==> config.mk <==
export PLATFORM = sky130hd
export DESIGN_NAME = clk_div_prog_flat
export DESIGN_NICKNAME = d
export VERILOG_FILES = /design/src/rtl/clk_div_prog_if.sv /design/src/rtl/clk_div_prog.sv /design/src/flat_wrapper.sv
export SDC_FILE = /design/constraint.sdc
export NUM_CORES = 1
export LEC_CHECK = 0
export CELL_PAD_IN_SITES_DETAIL_PLACEMENT = 1
export CELL_PAD_IN_SITES_GLOBAL_PLACEMENT = 1
export CORE_ASPECT_RATIO = 1.4
export CORE_UTILIZATION = 49
export DETAILED_ROUTE_END_ITERATION = 8
export GPL_TIMING_DRIVEN = 0
export HOLD_SLACK_MARGIN = 0.15
export PLACE_DENSITY = 0.8
export SYNTH_ARGS = -nofsm -noshare
export SYNTH_HDL_FRONTEND = slang
export SYNTH_SLANG_ARGS = --single-unit
==> constraint.sdc <==
create_clock -name clk -period 6.2 [get_ports clk]
set_input_delay 1.24 -clock clk [delete_from_list [all_inputs] [get_ports clk]]
set_output_delay 1.24 -clock clk [all_outputs]
set_load 0.01 [all_outputs]
==> src/rtl/clk_div_prog_if.sv <==
// Write/sync port and per-channel outputs of the programmable clock divider.
interface clk_div_prog_if #(
  parameter int unsigned CH    = 4,
  parameter int unsigned WIDTH = 16,
  parameter int unsigned CHW   = (CH > 1) ? $clog2(CH) : 1
);
  logic             wr_en;
  logic [CHW-1:0]   wr_ch;
  logic [WIDTH-1:0] wr_div;
  logic             sync;
  logic [CH-1:0]    clk_out;
  logic [CH-1:0]    tick;
  logic [CH-1:0]    pend;

  modport master (
    output wr_en, wr_ch, wr_div, sync,
    input  clk_out, tick, pend
  );

  modport slave (
    input  wr_en, wr_ch, wr_div, sync,
    output clk_out, tick, pend
  );
endinterface

==> src/rtl/clk_div_prog.sv <==
// Multi-channel runtime-programmable clock divider / tick generator.
// Divisor writes are staged to the period boundary; sync re-phases every channel.
module clk_div_prog #(
  parameter int unsigned CH      = 4,
  parameter int unsigned WIDTH   = 16,
  parameter int unsigned DIV_RST = 0,
  parameter int unsigned CHW     = (CH > 1) ? $clog2(CH) : 1
) (
  input  logic           clk,
  input  logic           rst_n,
  clk_div_prog_if.slave  bus
);

  localparam int unsigned W = WIDTH;

  logic [CH-1:0] clk_vec;
  logic [CH-1:0] tick_vec;
  logic [CH-1:0] pend_vec;

  for (genvar c = 0; c < CH; c++) begin : g_ch
    logic [W-1:0] p_q, p_d;
    logic [W-1:0] s_q, s_d;
    logic [W-1:0] cnt_q, cnt_d;
    logic         pend_q, pend_d;
    logic         clk_q, clk_d;
    logic         tick_q, tick_d;
    logic         hit;
    logic         wrap;

    // Next period/count; outputs are derived from the post-edge state so they stay registered.
    always_comb begin
      p_d    = p_q;
      s_d    = s_q;
      cnt_d  = cnt_q;
      pend_d = pend_q;
      hit    = bus.wr_en && (bus.wr_ch == CHW'(c));
      wrap   = (p_q != '0) && (cnt_q == p_q - W'(1));

      if (bus.sync) begin
        if (pend_q) p_d = s_q;
        if (hit) begin
          p_d = bus.wr_div;
          s_d = bus.wr_div;
        end
        cnt_d  = '0;
        pend_d = 1'b0;
      end else if (p_q == '0) begin
        if (hit) begin
          p_d   = bus.wr_div;
          s_d   = bus.wr_div;
          cnt_d = '0;
        end
      end else if (wrap) begin
        cnt_d  = '0;
        pend_d = 1'b0;
        if (hit) begin
          p_d = bus.wr_div;
          s_d = bus.wr_div;
        end else if (pend_q) begin
          p_d = s_q;
        end
      end else begin
        cnt_d = cnt_q + W'(1);
        if (hit) begin
          s_d    = bus.wr_div;
          pend_d = 1'b1;
        end
      end

      // Low for ceil(P/2) cycles, then high; odd periods lean low.
      clk_d  = (p_d >= W'(2)) && (cnt_d >= ((p_d >> 1) + W'(p_d[0])));
      tick_d = (p_d != '0) && (cnt_d == p_d - W'(1));
    end

    always_ff @(posedge clk or negedge rst_n) begin
      if (!rst_n) begin
        p_q    <= W'(DIV_RST);
        s_q    <= W'(DIV_RST);
        cnt_q  <= '0;
        pend_q <= 1'b0;
        clk_q  <= 1'b0;
        tick_q <= 1'b0;
      end else begin
        p_q    <= p_d;
        s_q    <= s_d;
        cnt_q  <= cnt_d;
        pend_q <= pend_d;
        clk_q  <= clk_d;
        tick_q <= tick_d;
      end
    end

    assign clk_vec[c]  = clk_q;
    assign tick_vec[c] = tick_q;
    assign pend_vec[c] = pend_q;
  end

  assign bus.clk_out = clk_vec;
  assign bus.tick    = tick_vec;
  assign bus.pend    = pend_vec;

endmodule

==> src/flat_wrapper.sv <==
// flat-port wrapper written by rule: the top's interface ports become plain ports
module clk_div_prog_flat 
#(
  parameter int unsigned CH      = 4,
  parameter int unsigned WIDTH   = 16,
  parameter int unsigned DIV_RST = 0,
  parameter int unsigned CHW     = (CH > 1) ? $clog2(CH) : 1
)
  (clk, rst_n, bus_wr_en, bus_wr_ch, bus_wr_div, bus_sync, bus_clk_out, bus_tick, bus_pend);
  clk_div_prog_if #(.CH(CH), .WIDTH(WIDTH), .CHW(CHW)) bus_i ();
  input  logic clk;
  input  logic rst_n;
  input wire logic [$bits(bus_i.wr_en)-1:0] bus_wr_en;
  input wire logic [$bits(bus_i.wr_ch)-1:0] bus_wr_ch;
  input wire logic [$bits(bus_i.wr_div)-1:0] bus_wr_div;
  input wire logic [$bits(bus_i.sync)-1:0] bus_sync;
  output wire logic [$bits(bus_i.clk_out)-1:0] bus_clk_out;
  output wire logic [$bits(bus_i.tick)-1:0] bus_tick;
  output wire logic [$bits(bus_i.pend)-1:0] bus_pend;
  assign bus_i.wr_en = bus_wr_en;
  assign bus_i.wr_ch = bus_wr_ch;
  assign bus_i.wr_div = bus_wr_div;
  assign bus_i.sync = bus_sync;
  assign bus_clk_out = bus_i.clk_out;
  assign bus_tick = bus_i.tick;
  assign bus_pend = bus_i.pend;
  clk_div_prog #(.CH(CH), .WIDTH(WIDTH), .DIV_RST(DIV_RST), .CHW(CHW)) u_core (.clk(clk), .rst_n(rst_n), .bus(bus_i));
endmodule
# After elaboration in Yosys (flattened, before gate mapping)
# Cells that the tools add are included.
totals:
  regBits: 204
  latch_bits: 0
  mem_bits_rw: 0
  mem_bits_ro: 0
  mem_count: 0
op_classes:
  n_addsub: 16
  n_mul: 0
  n_div: 0
  n_lt_le_gt_ge: 8
  eq_ne: 15
  shift: 0
  mux: 56
  n_bitwise: 0
  n_reduce_logical: 37
ops:
  columns: ["op", "count"]
  rows:
  - ["$mux 16", 40]
  - ["$eq 16x16->1", 8]
  - ["$reduce_bool 16->1", 8]
  - ["$sub 16x1->16 const B", 8]
  - ["$add 15x1->16", 4]
  - ["$add 16x1->16 const B", 4]
  - ["$ge 16x16->1", 4]
  - ["$ge 16x2->1 const B", 4]
  - ["$logic_not 16->1", 4]
  - ["$logic_and 1x1->1", 16]
  - ["$mux 1", 16]
  - ["$reduce_bool 3->1", 4]
  - ["$ne 2x2->1 const B", 4]
  - ["$reduce_and 2->1", 4]
  - ["$eq 2x2->1 const B", 2]
  - ["$eq 2x1->1 const B", 1]
  - ["$logic_not 2->1", 1]

# Longest topological paths before layout
# Gate-level depths: netlist of run 1.
depth:
  depth_word: 9
  depth_mapped: 28
  depth_no_buf: 26

# Worst setup path before layout of run 1
# No wires, ideal clock.
synth_path:
  path_type: "reg-to-reg"
  from: "register u_core.g_ch[0].p_q[0]"
  to: "register u_core.g_ch[0].clk_q"
  setup_time_ps: 124
  arrival_ps: 5479
  path_slack_ps: 597
  stages_incl_launch_ff: 29
  n_path_buf: 3
  path_cell_list: "dfrtp_1 -> clkbuf_1 -> inv_1 -> ha_1 -> clkbuf_1 -> or3b_2 -> or3b_1 -> a21oi_1 -> o21ai_1 -> nor4b_4 -> buf_6 -> a21oi_1 -> o22ai_1 -> inv_1 -> ha_1 -> ha_1 -> nand2b_1 -> a21o_1 -> a21o_1 -> a21o_1 -> a21o_1 -> a21o_1 -> a21o_1 -> a21o_1 -> a21oi_1 -> o21ai_0 -> a21oi_1 -> o21ai_0 -> o31a_1"
synth_via:
  elab_chain_len: 9
  word_cells_on_any_way: 18
synth_rtl:
  columns: ["element", "line_no", "rtl"]
  rows:
  - ["from (decl)", "clk_div_prog.sv:21", "logic [W-1:0] p_q, p_d;"]
  - ["from (signal assigned)", "clk_div_prog.sv:77", "p_q <= W'(DIV_RST);"]
  - ["from (signal assigned)", "clk_div_prog.sv:84", "p_q <= p_d;"]
  - ["$sub 16x1->16", "clk_div_prog.sv:37", "wrap = (p_q != '0) && (cnt_q == p_q - W'(1));"]
  - ["$eq 16x16->1", "clk_div_prog.sv:37", null]
  - ["$logic_and 1x1->1", "clk_div_prog.sv:37", null]
  - ["$mux 16", "clk_div_prog.sv:53", "end else if (wrap) begin"]
  - ["$mux 16", "clk_div_prog.sv:47", "end else if (p_q == '0) begin"]
  - ["$mux 16 (*)", "clk_div_prog.sv:39", "if (bus.sync) begin"]
  - ["net u_core.g_ch[0].p_d[0]", "clk_div_prog.sv:21", null]
  - ["$add 15x1->16", "clk_div_prog.sv:71", "clk_d = (p_d >= W'(2)) && (cnt_d >= ((p_d >> 1) + W'(p_d[0])));"]
  - ["$ge 16x16->1", "clk_div_prog.sv:71", null]
  - ["$logic_and 1x1->1 (*)", "clk_div_prog.sv:71", null]
  - ["net u_core.g_ch[0].clk_d", "clk_div_prog.sv:25", "logic clk_q, clk_d;"]
  - ["to (signal assigned)", "clk_div_prog.sv:88", "clk_q <= clk_d;"]
  - ["to (decl)", "clk_div_prog.sv:25", null]
# Mark *: on every way through the listed nets, which the timed path passes. The rest lies on a longest branch.
# A chain may end at the register's enable or synchronous reset.

# Final worst setup path of run 1
layout_path:
  from: "input port bus_wr_ch[0]"
  to: "register u_core.g_ch[2].clk_q"
layout_via:
  elab_chain_len: 9
  word_cells_on_any_way: 14
layout_rtl:
  columns: ["element", "line_no", "rtl"]
  rows:
  - ["from (decl)", "flat_wrapper.sv:14", "input wire logic [$bits(bus_i.wr_ch)-1:0] bus_wr_ch;"]
  - ["$eq 2x2->1 (*)", "clk_div_prog.sv:36", "hit = bus.wr_en && (bus.wr_ch == CHW'(c));"]
  - ["$logic_and 1x1->1 (*)", "clk_div_prog.sv:36", null]
  - ["$mux 16", "clk_div_prog.sv:41, clk_div_prog.sv:56", null]
  - ["$mux 16", "clk_div_prog.sv:53", null]
  - ["$mux 16", "clk_div_prog.sv:47", null]
  - ["$mux 16 (*)", "clk_div_prog.sv:39", null]
  - ["net u_core.g_ch[2].p_d[1]", "clk_div_prog.sv:21", null]
  - ["$add 15x1->16", "clk_div_prog.sv:71", null]
  - ["$ge 16x16->1", "clk_div_prog.sv:71", null]
  - ["$logic_and 1x1->1 (*)", "clk_div_prog.sv:71", null]
  - ["net u_core.g_ch[2].clk_d", "clk_div_prog.sv:25", null]
  - ["to (signal assigned)", "clk_div_prog.sv:88", null]
  - ["to (decl)", "clk_div_prog.sv:25", null]
# Marked as above.

==> qor.csv, run 1 <==
metric,value,unit
status,finished clean,
yosys-mux-area-fraction,5.009,%
start_util,49.67,%
min_to,u_core.g_ch[0].s_q[13],
worst_r2r_endpoint,u_core.g_ch[2].clk_q,
p_total,5.693,mW
die-area,0.03697,mm²
synth_compound_area_share,18.63,%
numPlacedInstances,2648,
cts_tree,yes,
instances_no_fill,2708,
hold_buffers,0,
worst_ep_arrival_time,6370,ps
portBuffers,25,
cts_root_buf,clkbuf_16,
setup_violations,0,
core_area,0.03570,mm²
async_reset_ff_share,100.0,%
num_vias,17361,
maxSlewHeadroom,15.44,%
insertion_delay,540,ps
startpoint_type,input pin,
peakVddDrop,0.1979,mV
reg2reg_slack,270,ps
yosysWarningCount,0,
ys_ff_latch,204,
drive_gt1_share,10.73,%
holdPathStages,2,
ios,34,
synth_edf_count,0,
first_pass_iters,5,
clock_path_buffers,3,
clkSlewWorstSetupHoldPaths,60,ps
yosysUniqueCellTypes,99,
rows,82,
die_y,227.1,µm
die_w,162.8,µm
path_max_fanout,10,
drc_errors,0,
syn_area,0.01773,mm²
grt_max_degree,110,
wl,63370,µm
p_leak,8.701,nW
nFillCells,4325,
hpwl,47360,µm
finalWeightedCongestion,0.9035,
ff2ff_path_depth,23,
place_area,0.01860,mm²
syn_nets,2274,
yosysSeqAreaShare,28.79,%
grt-ovfl-total,0,
fin_crit,5948,ps
max_slew.worst_pin.slew,1257,ps
cp-end-kind,register,
via_per_inst,6.411,
grt_pass1_vias,18245,
synthFlopType,dfrtp_1,
cts.sinks,204,
hold_viol_final,0,
synthCells,2160,
syn_area_per_cell,8.210,µm²
fmax,168.1,MHz
ant_nets,0,
clock_skew,7.950,ps
r2r-start,u_core.g_ch[2].p_q[0],
crit_required,6620,ps
diodes,0,
grt_use_total,34.16,%
synth_top_family_by_area,simple AND/OR/NAND/NOR gates,
power_density,285.7,mW/mm²
synth_xor_xnor_area_share,10.60,%
hold_class,reg -> reg,
h-tree-depth,1,
antenna_found_initial,0,
wire_per_inst,23.40,µm
path_class,in -> reg,
finalNetCount,2344,
area_growth,12.37,%
grt_first_pass_wirelength,99420,µm
layout_worst_path_cycle_share,95.93,%
hp-start,u_core.g_ch[0].s_q[13],
stdcell_area,0.01993,mm²
numCtsBuffers,23,
first_iter_violations,990,
drv_cap,0,
final_max_slew_viol_count,0,
synthAdderAreaFrac,6.491,%
synth-simple-area-share,26.04,%
worst max path at each step:
stage                     cells past startpoint                  endpoint                  start
after floorplan                              28      u_core.g_ch[0].clk_q  u_core.g_ch[0].p_q[0]
after global placement                        1  u_core.g_ch[1].cnt_q[13]                  rst_n
after detailed placement                     21      u_core.g_ch[0].clk_q               bus_sync
after CTS                                    26      u_core.g_ch[2].clk_q  u_core.g_ch[2].p_q[0]
after global routing                         25      u_core.g_ch[3].clk_q  u_core.g_ch[3].p_q[3]
final                                        23      u_core.g_ch[2].clk_q           bus_wr_ch[0]
cells in the final DEF (no fill, tap or decap), types with 13 or more instances in the layout:
cell / Yosys / routed
a21o_1: 53 / 53
a21oi_1: 84 / 82
a31oi_1: 31 / 31
and2_1: 14 / 14
and3_1: 54 / 53
buf_2: 21 / 18
buf_4: 14 / 38
clkbuf_1: 71 / 55
clkbuf_16: 0 / 23
clkbuf_2: 0 / 14
clkdlybuf4s50_1: 0 / 24
dfrtp_1: 204 / 200
ha_1: 92 / 87
inv_1: 61 / 55
mux2_2: 13 / 13
mux2i_1: 73 / 71
nand2_1: 323 / 322
nand2b_1: 21 / 20
nand3_1: 84 / 83
nand4_1: 35 / 35
nor2_1: 130 / 126
nor2b_1: 13 / 13
nor3_1: 59 / 51
nor3b_1: 19 / 17
nor4_1: 29 / 27
o211ai_1: 13 / 13
o21a_1: 16 / 16
o21ai_0: 110 / 102
o21ai_1: 13 / 17
o31ai_1: 15 / 13
or3_1: 24 / 24
or4_1: 14 / 13
xnor2_1: 135 / 135
xor2_1: 77 / 77
logic make-up (layout without fill, tap and decap cells):
group / Yosys count / after routing
AND/OR/NAND/NOR: 898 / 898
XOR/XNOR: 213 / 213
flip-flops: 204 / 204
multiplexers: 87 / 87
AO/OA/AOI/OAI: 479 / 479
adder cells (fa/ha/maj): 92 / 92
buffers and inverters: 187 / 273
layer usage:
| layer | wire length, µm | global-route usage [%] |
|---|---|---|
| met5 | 0 | 0 |
| met4 | 3832 | 21.25 |
| met3 | 2621 | 3.972 |
| met2 | 31780 | 60.16 |
| met1 | 25140 | 39.28 |
worst max-delay path: stages:
cell	delay (ps)
clkdlybuf4s50_1	600
and3b_1	290
clkbuf_1	410
clkbuf_2	340
o21ai_0	170
mux2i_2	360
inv_1	220
ha_2	240
ha_1	280
inv_1	40
ha_1	260
a21o_1	160
a21o_1	170
a21o_1	170
a21o_1	170
a21o_1	170
a21o_1	170
a21o_1	160
a21oi_1	180
o21ai_0	120
a21oi_1	190
o21ai_2	120
o31a_1	130
power breakdown:
group	leakage, nW	internal, mW	switching, mW
Combinational	5.69	0.963	1.54
Clock	0.371	0.842	0.617
Sequential	2.64	1.51	0.222
Total	8.70	3.32	2.37
cell type report:
class	instances	area (µm²)	area share (%)
Clock inverter	12	145.1	0.7283
Buffer	115	554.3	2.781
Inverter	67	251.5	1.262
Sequential cell	204	5110	25.64
Tap cell	462	578.1	2.901
Multi-Input combinational cell	1769	12190	61.15
Clock buffer	29	628.1	3.152
Timing Repair Buffer	50	475.5	2.386
metrics by stage:
step | worst slack, ps | hold WS (ps) | TNS, ps | util (%)
after floorplan | 597.0 | 439.4 | 0 | -
after global placement | -5147 | 452.7 | -1048300 | 51.99
after detailed placement | -1524 | 467.4 | -5264 | 52.08
after CTS | -2.768 | 482.1 | -2.768 | 54.80
after global routing | -120.2 | 502.8 | -152.6 | 55.82
final | 252.1 | 482.4 | 0 | 55.82
cell usage after synthesis, types with 7 or more instances:
cell      number  area share (%)
a221oi_1      10            0.49
o31ai_1       15            0.63
mux2i_1       73             4.1
and2_1        14            0.49
nand3b_1       7            0.30
a21o_1        53             2.2
nor4_1        29             1.0
buf_2         21            0.59
dfrtp_1      204              29
o211ai_1      13            0.55
nand2b_1      21            0.74
clkbuf_1      71             1.5
nand3_1       84             2.4
a211oi_1      13            0.55
and3_1        54             1.9
inv_1         61             1.3
or4_1         14            0.59
xnor2_1      135             6.7
and4_1        10            0.49
nor4b_1        7            0.35
nor3b_1       19            0.80
o22ai_1        7            0.25
a221o_1        8            0.45
ha_1          92             6.5
or3_1         24            0.85
o31a_1         8            0.40
nor2_1       130             2.8
o21ai_0      110             3.1
nand4_1       35             1.2
or2_2         10            0.35
nor2b_1       13            0.46
buf_1         13            0.28
o21ai_1       13            0.37
mux2_2        13            0.83
nor3_1        59             1.7
a31oi_1       31             1.1
o21a_1        16            0.68
nand2_1      323             6.8
a22o_1         7            0.35
buf_4         14            0.59
xor2_1        77             3.8
a21oi_1       84             2.4
sequential cells by signal, summed over array words and instances (netlist names):
name                flops
u_core.g_ch.cnt_q      64
u_core.g_ch.p_q        64
u_core.g_ch.s_q        64
u_core.g_ch.clk_q       4
u_core.g_ch.pend_q      4
u_core.g_ch.tick_q      4
timing repair:
| item | 4_1_cts | 5_1_grt |
|---|---|---|
| setup endpoints to repair | 5 | 4 |
| hold endpoints to repair | 0 | 0 |
| pin swaps | 4 | 15 |
| resized for setup | 43 | 67 |
| setup buffers | 6 | 18 |
Note: power is estimated with default switching activity, not from simulation.
==> run 2: changes to the inputs <==
Settings changed: HOLD_SLACK_MARGIN 0.15 to default.
==> results of run 2 <==
Same layout as run 1: the final DEF is identical, and so are final timing and power.
